--- src/rtl/piano_voice_scheduler_pkg.sv ---
// piano_pkg: shared constants, scanner state type and the note half-period table
// for the switch-piano voice scheduler.
//   NUM_KEYS_DEF   default number of key inputs
//   KEY_IDX_W      width of a key index
//   CNT_W          width of a voice half-period counter
//   SAMPLE_W       width of a mixed audio sample
package piano_pkg;

    localparam int unsigned NUM_KEYS_DEF = 10;
    localparam int unsigned KEY_IDX_W    = 4;
    localparam int unsigned CNT_W        = 17;
    localparam int unsigned SAMPLE_W     = 32;

    // The scanner has a single operating state; kept as an enum so more can be added.
    typedef enum logic [0:0] {
        ST_SCAN = 1'b0
    } scan_state_t;

    // Half period minus one, in 50 MHz cycles, for C4 D4 E4 F4 G4 A4 B4 C5 D5 E5.
    function automatic logic [CNT_W-1:0] half_period_m1(input logic [KEY_IDX_W-1:0] key);
        logic [CNT_W-1:0] hp;
        case (key)
            4'd0:    hp = 17'd95554;
            4'd1:    hp = 17'd85130;
            4'd2:    hp = 17'd75842;
            4'd3:    hp = 17'd71586;
            4'd4:    hp = 17'd63774;
            4'd5:    hp = 17'd56817;
            4'd6:    hp = 17'd50619;
            4'd7:    hp = 17'd47777;
            4'd8:    hp = 17'd42564;
            4'd9:    hp = 17'd37920;
            default: hp = 17'd95554;
        endcase
        return hp;
    endfunction

endpackage

--- src/rtl/piano_voice_scheduler_if.sv ---
// Audio output handshake between the voice scheduler and Audio_Controller.
//   audio_out_allowed        output FIFO has space (from Audio_Controller)
//   write_audio_out          write strobe (to Audio_Controller)
//   left/right_channel_...   signed sample data, valid while write_audio_out is high
interface piano_voice_scheduler_if;
    import piano_pkg::*;

    logic                audio_out_allowed;
    logic                write_audio_out;
    logic [SAMPLE_W-1:0] left_channel_audio_out;
    logic [SAMPLE_W-1:0] right_channel_audio_out;

    modport master (
        input  audio_out_allowed,
        output write_audio_out,
        output left_channel_audio_out,
        output right_channel_audio_out
    );

    modport slave (
        output audio_out_allowed,
        input  write_audio_out,
        input  left_channel_audio_out,
        input  right_channel_audio_out
    );
endinterface

--- src/rtl/piano_voice_scheduler_tone_voice.sv ---
// tone_voice: one square-wave voice. Holds its key, a half-period counter and the
// output phase (0 = positive half, 1 = negative half).
//   clk, rst    clock, synchronous active-high reset
//   i_alloc     claim this voice for i_key, restart at the positive half
//   i_free      release this voice
//   i_key       key index latched on allocation
//   o_active    voice is sounding
//   o_key       key owned by this voice
//   o_phase     current square-wave half
module tone_voice
    import piano_pkg::*;
(
    input  logic                 clk,
    input  logic                 rst,
    input  logic                 i_alloc,
    input  logic                 i_free,
    input  logic [KEY_IDX_W-1:0] i_key,
    output logic                 o_active,
    output logic [KEY_IDX_W-1:0] o_key,
    output logic                 o_phase
);

    logic                 r_active;
    logic [KEY_IDX_W-1:0] r_key;
    logic [CNT_W-1:0]     r_cnt;
    logic                 r_phase;
    logic [CNT_W-1:0]     w_hp_m1;

    assign w_hp_m1 = half_period_m1(r_key);

    // Allocation and release both restart the waveform at the positive half.
    always_ff @(posedge clk) begin
        if (rst) begin
            r_active <= 1'b0;
            r_key    <= '0;
            r_cnt    <= '0;
            r_phase  <= 1'b0;
        end else if (i_alloc) begin
            r_active <= 1'b1;
            r_key    <= i_key;
            r_cnt    <= '0;
            r_phase  <= 1'b0;
        end else if (i_free) begin
            r_active <= 1'b0;
            r_cnt    <= '0;
            r_phase  <= 1'b0;
        end else if (r_active) begin
            if (r_cnt == w_hp_m1) begin
                r_cnt   <= '0;
                r_phase <= ~r_phase;
            end else begin
                r_cnt <= r_cnt + CNT_W'(1);
            end
        end
    end

    assign o_active = r_active;
    assign o_key    = r_key;
    assign o_phase  = r_phase;

endmodule

--- src/rtl/piano_voice_scheduler.sv ---
// piano_voice_scheduler: scans the keys one per cycle, hands held keys to the
// lowest free square-wave voice, frees voices of released keys, and mixes the
// active voices into a registered sample for Audio_Controller.
//   CLOCK_50      50 MHz clock
//   reset         synchronous active-high reset
//   key_on        held keys, bit k = key k
//   audio_if      audio output handshake (master side)
//   voice_active  voice v is sounding
//   voice_key     key index of voice v in bits [4v+3:4v]
//   dropped       one-cycle pulse: a held key found no free voice
module piano_voice_scheduler
    import piano_pkg::*;
#(
    parameter int unsigned NUM_KEYS   = NUM_KEYS_DEF,
    parameter int unsigned NUM_VOICES = 4,
    parameter logic [31:0] AMPLITUDE  = 32'd10000000
) (
    input  logic                            CLOCK_50,
    input  logic                            reset,
    input  logic [NUM_KEYS-1:0]             key_on,
    piano_voice_scheduler_if.master         audio_if,
    output logic [NUM_VOICES-1:0]           voice_active,
    output logic [KEY_IDX_W*NUM_VOICES-1:0] voice_key,
    output logic                            dropped
);

    scan_state_t                r_state;
    logic [KEY_IDX_W-1:0]       r_scan_idx;
    logic                       r_dropped;
    logic signed [SAMPLE_W-1:0] r_sample;

    logic [NUM_VOICES-1:0]      w_active;
    logic [NUM_VOICES-1:0]      w_phase;
    logic [KEY_IDX_W-1:0]       w_vkey [NUM_VOICES];
    logic [NUM_VOICES-1:0]      w_hit;
    logic [NUM_VOICES-1:0]      w_alloc;
    logic [NUM_VOICES-1:0]      w_free;
    logic                       w_key_cur;
    logic                       w_assigned;
    logic                       w_want_alloc;
    logic                       w_any_free;
    logic signed [SAMPLE_W-1:0] w_mix;

    // Decode the visited key and which voice (if any) already owns it.
    always_comb begin
        w_key_cur = 1'b0;
        for (int k = 0; k < int'(NUM_KEYS); k++) begin
            if (r_scan_idx == KEY_IDX_W'(k)) begin
                w_key_cur = key_on[k];
            end
        end
        for (int v = 0; v < int'(NUM_VOICES); v++) begin
            w_hit[v] = w_active[v] && (w_vkey[v] == r_scan_idx);
        end
        w_assigned   = |w_hit;
        w_want_alloc = w_key_cur && !w_assigned;
        w_free       = w_key_cur ? '0 : w_hit;
    end

    // Lowest-numbered free voice takes the visited key.
    always_comb begin
        w_alloc    = '0;
        w_any_free = 1'b0;
        for (int v = 0; v < int'(NUM_VOICES); v++) begin
            if (!w_active[v] && !w_any_free) begin
                w_alloc[v] = w_want_alloc;
                w_any_free = 1'b1;
            end
        end
    end

    // Mix: each active voice contributes +/-AMPLITUDE depending on its phase.
    always_comb begin
        w_mix = '0;
        for (int v = 0; v < int'(NUM_VOICES); v++) begin
            if (w_active[v]) begin
                w_mix = w_phase[v] ? (w_mix - $signed(AMPLITUDE))
                                   : (w_mix + $signed(AMPLITUDE));
            end
        end
    end

    // Scanner, drop flag and sample register.
    always_ff @(posedge CLOCK_50) begin
        if (reset) begin
            r_state    <= ST_SCAN;
            r_scan_idx <= '0;
            r_dropped  <= 1'b0;
            r_sample   <= '0;
        end else begin
            case (r_state)
                ST_SCAN: begin
                    if (r_scan_idx == KEY_IDX_W'(NUM_KEYS - 1)) begin
                        r_scan_idx <= '0;
                    end else begin
                        r_scan_idx <= r_scan_idx + KEY_IDX_W'(1);
                    end
                end
                default: r_state <= ST_SCAN;
            endcase
            r_dropped <= w_want_alloc && !w_any_free;
            r_sample  <= w_mix;
        end
    end

    for (genvar v = 0; v < int'(NUM_VOICES); v++) begin : g_voice
        tone_voice u_voice (
            .clk      (CLOCK_50),
            .rst      (reset),
            .i_alloc  (w_alloc[v]),
            .i_free   (w_free[v]),
            .i_key    (r_scan_idx),
            .o_active (w_active[v]),
            .o_key    (w_vkey[v]),
            .o_phase  (w_phase[v])
        );
        assign voice_key[KEY_IDX_W*v +: KEY_IDX_W] = w_vkey[v];
    end

    assign voice_active                     = w_active;
    assign dropped                          = r_dropped;
    assign audio_if.write_audio_out         = audio_if.audio_out_allowed & ~reset;
    assign audio_if.left_channel_audio_out  = r_sample;
    assign audio_if.right_channel_audio_out = r_sample;

endmodule
--- src/flat_wrapper.sv ---
// flat-port wrapper written by rule: the top's interface ports become plain ports
module piano_voice_scheduler_flat import piano_pkg::*;
#(
    parameter int unsigned NUM_KEYS   = NUM_KEYS_DEF,
    parameter int unsigned NUM_VOICES = 4,
    parameter logic [31:0] AMPLITUDE  = 32'd10000000
)
  (CLOCK_50, reset, key_on, voice_active, voice_key, dropped, audio_if_audio_out_allowed, audio_if_write_audio_out, audio_if_left_channel_audio_out, audio_if_right_channel_audio_out);
  piano_voice_scheduler_if audio_if_i ();
  input  logic CLOCK_50;
  input  logic reset;
  input  logic [NUM_KEYS-1:0] key_on;
  output logic [NUM_VOICES-1:0] voice_active;
  output logic [KEY_IDX_W*NUM_VOICES-1:0] voice_key;
  output logic dropped;
  input wire logic [$bits(audio_if_i.audio_out_allowed)-1:0] audio_if_audio_out_allowed;
  output wire logic [$bits(audio_if_i.write_audio_out)-1:0] audio_if_write_audio_out;
  output wire logic [$bits(audio_if_i.left_channel_audio_out)-1:0] audio_if_left_channel_audio_out;
  output wire logic [$bits(audio_if_i.right_channel_audio_out)-1:0] audio_if_right_channel_audio_out;
  assign audio_if_i.audio_out_allowed = audio_if_audio_out_allowed;
  assign audio_if_write_audio_out = audio_if_i.write_audio_out;
  assign audio_if_left_channel_audio_out = audio_if_i.left_channel_audio_out;
  assign audio_if_right_channel_audio_out = audio_if_i.right_channel_audio_out;
  piano_voice_scheduler #(.NUM_KEYS(NUM_KEYS), .NUM_VOICES(NUM_VOICES), .AMPLITUDE(AMPLITUDE)) u_core (.CLOCK_50(CLOCK_50), .reset(reset), .key_on(key_on), .audio_if(audio_if_i), .voice_active(voice_active), .voice_key(voice_key), .dropped(dropped));
endmodule
--- config.mk ---
export PLATFORM = sky130hd
export DESIGN_NAME = piano_voice_scheduler_flat
export DESIGN_NICKNAME = d
export VERILOG_FILES = /design/src/rtl/piano_voice_scheduler_pkg.sv /design/src/rtl/piano_voice_scheduler_if.sv /design/src/rtl/piano_voice_scheduler_tone_voice.sv /design/src/rtl/piano_voice_scheduler.sv /design/src/flat_wrapper.sv
export SDC_FILE = /design/constraint.sdc
export NUM_CORES = 1
export LEC_CHECK = 0
export CAP_MARGIN = 10
export CORE_UTILIZATION = 50
export DETAILED_ROUTE_END_ITERATION = 10
export DONT_BUFFER_PORTS = 1
export GPL_TIMING_DRIVEN = 1
export PLACE_DENSITY = 0.71
export SLEW_MARGIN = 20
export SYNTH_ARGS = -nofsm -noshare
export SYNTH_HDL_FRONTEND = slang
export SYNTH_SLANG_ARGS = --single-unit
--- constraint.sdc ---
create_clock -name CLOCK_50 -period 11.65 [get_ports CLOCK_50]
set_input_delay 1.7475 -clock CLOCK_50 [delete_from_list [all_inputs] [get_ports CLOCK_50]]
set_output_delay 1.7475 -clock CLOCK_50 [all_outputs]
set_load 0.02 [all_outputs]
==> results <==
- The height of the die is 159 um.
- The total power density per cell area is 129 nW/um^2.
- Summing internal, switching and leakage power gives 1.65 mW.
- In this run, post-CTS repair resized a total of 0 instances.
- The clock passes through at most 2 buffers.
- The minimum clock period is 6.80 ns.
- The overall routing resource usage is 22.5%.
- TritonCTS built the clock tree.
- The most common cell in the synthesized netlist is dfxtp_1.
- Once layout is complete, the cells apart from fillers number 1722.
- The xor and xnor area share after synthesis is 12.8%.
- The first-pass iteration count of the detailed router is 9.
- The flow ran to the end, and the final reports show no timing, DRC or antenna violations.
- Port buffering added 0 buffers.
- In the synthesized netlist, the cells that appear most often are 190 x dfxtp_1, 167 x nor2_1, 102 x nand2_1, 99 x xnor2_1, 87 x ha_1.
- For the final routed database, the setup TNS stands at 0 ns.
- The filler cells instantiated in the layout total 2176.
- At the end of routability-driven placement, the weighted congestion stood at 0.911.
- Summing all flip-flop and latch instances after layout gives 3810 sq um.
- The initial antenna violation count was 0.
- In the routed design, unresolved DRC markers number 0.
- After detailed routing, the number of vias per cell comes to 5.63.
- In this run the worst path has a maximum fanout of 18.
- The synthesized design contains 190 register bits.
- Summed over all layers, the global routing overflow is 0.
- The fraction of met1 tracks used by global routing is 30.4%.
- The number of standard-cell rows in the floorplan is 56.
- In this run the critical register-to-register path is launched from u_core.g_voice[0].u_voice.o_active$_SDFFE_PP0P_.
- The number of nets with antenna violations after routing is 0.
- The number of cells after detailed placement is 1690.
- The required time at the worst-slack endpoint is 11.97 ns.
- In this run the static leakage power is 5.06 nW.
- For the pin with the worst max-slew slack, the measured transition is 1.09 ns.
- The post-route cell area is 12700 sq um.
- The worst register-to-register path has a depth of 23.
- The netlist uses 91 different library cells.
- Once the clock tree was built, the setup fixing pass inserted 0 buffers.
- The critical path data arrival time is 7.12 ns.
- During I/O placement, the number of pins put on the boundary was 99.
- For this run, the register share of the synthesized area comes to 31.0%.
- The cell count after synthesis is 1451.
- Setup repair after global routing left no endpoint under its margin.
- The count of hold-fix buffers inserted at cts is 0.
- STA classifies the critical path startpoint as a flip-flop.
- The async set or reset register ratio after synthesis is 0%.
- The count of H-tree levels built during CTS is 4.
- Sorting the synthesized cells by area gives the leading types as dfxtp_1 31%, ha_1 8.9%, xnor2_1 7.1%, xor2_1 5.6%, nor2_1 5.1%.
- The type of the tightest min-delay check is reg -> reg.
- The number of warnings reported in the yosys synthesis log is 0.
- The startpoint of the worst setup timing path is u_core.g_voice[0].u_voice.o_active$_SDFFE_PP0P_.
- The fraction of layout cells with a size suffix above 1 is 6.77%.
- The endpoint identified for the worst register-to-register timing path is u_core.audio_if.left_channel_audio_out[27]$_SDFF_PP0_.
- The clock net in this run drives a total of 190 sinks.
- For met2 alone, demand over resource in global routing was 34.9%.
- The die boundary width is 159 um.
- The clock transition at the registers of the reported paths is 0.08 ns.
- The number of antenna diodes in the final layout is 0.
- The total wire length after detailed routing is 27.9 mm.
- The area of the core region is 23800 sq um.
- For this block, the initial DRC count from the detailed router was 719.
- The mapped cell area is 12300 sq um.
- Entering global routing, the biggest net connects 67 pins.
- After synthesis, the largest family of logic cells by area is simple AND/OR/NAND/NOR gates.
- The most used flip-flop cell after synthesis is dfxtp_1.
- After legalization and detailed placement, the total HPWL measured 20.9 mm.
- The category of the worst setup path capture point is a flip-flop.
- The layer carrying the most global-route usage is met2.
- The worst supply voltage drop on vdd is 0.0667 mV.
- Summed over all instances, the cell type with the most area after synthesis is dfxtp_1.
- The library cell used as clock root buffer is clkbuf_16.
- The post-placement cell area is 12100 sq um.
- The final number of max-transition violations is 0.
- In this run the most critical hold path is launched from u_core.g_voice[2].u_voice.r_cnt[16]$_SDFFE_PP0P_.
- Each instance of the synthesized netlist takes up on average 8.46 sq um.
- The global-route wire length before repair is 44.7 mm.
- The CTS buffer count is 17.
- The share of synthesized area in the top cell type comes to 31.0%.
- The clock latency on the worst-skew pair is 0.44 ns.
- The tool flagged a number of max-cap violations equal to 0.
- The fraction of the mapped netlist area in adder cells is 9.52%.
- The count of nets after finishing is 1494.
- The final critical path takes up 58.4% of the cycle.
- Across the routed clock network, the largest skew measured is 0.0166 ns.
- The fraction of the mapped netlist area in simple logic gates is 20.9%.
- The area growth from synthesis to layout is 3.72%.
- The internal reg-to-reg setup slack is 4.85 ns.
- In this run the tightest slew margin relative to its limit is 27.3%.
- The initial utilization of the core area, before any placement, comes to 51.7%.
- The number of setup violations in the final report is 0.
- The endpoint of the worst hold path is u_core.g_voice[2].u_voice.r_cnt[16]$_SDFFE_PP0P_.
- The count of flip-flops with a built-in enable after synthesis is 0.
- The upper clock frequency limit is 0.147 GHz.
- The synthesized-area fraction occupied by ao, oa, aoi and oai cells is 16.1%.
- The final route contains 9694 vias.
- The number of global-route vias before repair is 8756.
- The floorplan step defined a die boundary enclosing 25200 sq um.
- The critical path is of the reg -> reg type.
- The number of cells traversed by the worst hold path is 2.
- The average wire length per cell after detail routing is 16.2 um.
- The multi-input combinational cell area is 7690 sq um.
- The total count of hold-check failures in the final report is 0.
- Global routing consumed, on the met3 layer, 5.14% of the routing resources.
- After synthesis, the share of cell area in mux cells is 2.90%.
[worst max path at each step]
stage / endpoint / depth (start not counted)
global route: u_core.audio_if.left_channel_audio_out[31]$_SDFF_PP0_ / 23
floorplan: u_core.audio_if.left_channel_audio_out[30]$_SDFF_PP0_ / 24
CTS: u_core.audio_if.left_channel_audio_out[27]$_SDFF_PP0_ / 23
finish: u_core.audio_if.left_channel_audio_out[27]$_SDFF_PP0_ / 23
detailed placement: u_core.audio_if.left_channel_audio_out[27]$_SDFF_PP0_ / 23
global placement: u_core.audio_if.left_channel_audio_out[30]$_SDFF_PP0_ / 23
[critical path, cell delays in order (launching register included)]
cell	delay, ns
dfxtp_1	0.86
clkinv_1	0.50
nor2_1	0.39
ha_1	0.41
a21oi_1	0.32
o21ai_0	0.14
a31oi_1	0.16
nor2_1	0.07
ha_1	0.26
nor3_1	0.26
o211ai_1	0.14
a21boi_0	0.32
o21bai_1	0.16
xnor2_1	0.15
a21o_1	0.21
ha_1	0.34
a21o_1	0.21
a21oi_1	0.28
nand4_1	0.12
o21ai_0	0.57
o21ai_0	0.29
a31oi_1	0.28
xor2_1	0.16
o21ai_0	0.09
[sequential cells by signal, summed over array words and instances (netlist names)]
register	cells
u_core.g_voice.u_voice.r_cnt	68
u_core.g_voice.u_voice.w_hp_m1	68
u_core.audio_if.left_channel_audio_out	25
u_core.g_voice.u_voice.o_key	16
u_core.g_voice.u_voice.o_active	4
u_core.g_voice.u_voice.o_phase	4
u_core.r_scan_idx	4
u_core.dropped	1
[where the power goes]
group          internal, mW  switching (mW)  total (mW)
sequential            0.669          0.0411       0.710
clock                 0.289           0.291       0.580
combinational         0.138           0.220       0.358
total                  1.10           0.552        1.65
[cell families (layout without fill, tap and decap cells)]
group,Yosys count,in the layout
simple gates,515,515
compound gates,294,294
flops,190,190
xor+xnor,178,178
buf+inv,150,89
fa+ha+maj,91,91
mux,32,32
other cells,1,14
[layer usage]
| layer | vias to the layer above | wire length, um | part of all wire, % |
|---|---|---|---|
| li1 | 4885 | - | - |
| met1 | 4536 | 13100 | 47 |
| met2 | 238 | 12600 | 45 |
| met3 | 35 | 1580 | 5.7 |
| met4 | 0 | 582 | 2.1 |
| met5 | - | 0 | 0 |
[cell usage in the layout (no fill, tap or decap), types with 5 or more instances in the layout]
| master | synthesis | layout |
|---|---|---|
| a211o_1 | 5 | 5 |
| a211oi_1 | 10 | 10 |
| a21o_1 | 15 | 15 |
| a21oi_1 | 79 | 79 |
| a221oi_1 | 6 | 6 |
| a22o_1 | 8 | 8 |
| a2bb2oi_1 | 17 | 17 |
| a31oi_1 | 13 | 13 |
| and2_1 | 6 | 6 |
| and3_1 | 19 | 19 |
| clkbuf_16 | 0 | 17 |
| clkinv_8 | 0 | 6 |
| conb_1 | 1 | 14 |
| dfxtp_1 | 190 | 188 |
| ha_1 | 87 | 87 |
| inv_1 | 48 | 48 |
| mux2_2 | 7 | 7 |
| mux2i_1 | 19 | 19 |
| nand2_1 | 102 | 102 |
| nand2b_1 | 12 | 12 |
| nand3_1 | 52 | 52 |
| nand3b_1 | 5 | 5 |
| nand4_1 | 42 | 42 |
| nor2_1 | 167 | 167 |
| nor2_4 | 11 | 11 |
| nor2b_1 | 19 | 19 |
| nor3_1 | 35 | 35 |
| nor3b_1 | 8 | 8 |
| nor4_1 | 8 | 8 |
| o211ai_1 | 8 | 8 |
| o21a_1 | 12 | 12 |
| o21ai_0 | 57 | 57 |
| o21ai_1 | 5 | 5 |
| o21bai_1 | 5 | 5 |
| or2_2 | 7 | 8 |
| xnor2_1 | 99 | 99 |
| xor2_1 | 78 | 78 |
[stage by stage]
stage	hold slack [ns]	utilization, %	setup slack, ns
CTS	0.508	53.6	4.90
global placement	0.486	51.1	5.20
global route	0.567	53.6	4.35
detailed placement	0.494	51.1	4.97
floorplan	0.470	-	6.15
finish	0.509	53.6	4.85
[layout make-up]
| class | count | share of cell area, % |
|---|---|---|
| Inverter | 54 | 1.64 |
| Tap cell | 319 | 3.14 |
| Timing Repair Buffer | 3 | 0.177 |
| Multi-Input combinational cell | 1124 | 60.4 |
| Clock buffer | 17 | 3.34 |
| Clock inverter | 15 | 1.38 |
| Sequential cell | 190 | 29.9 |
Power figures use the tool's default switching activity.
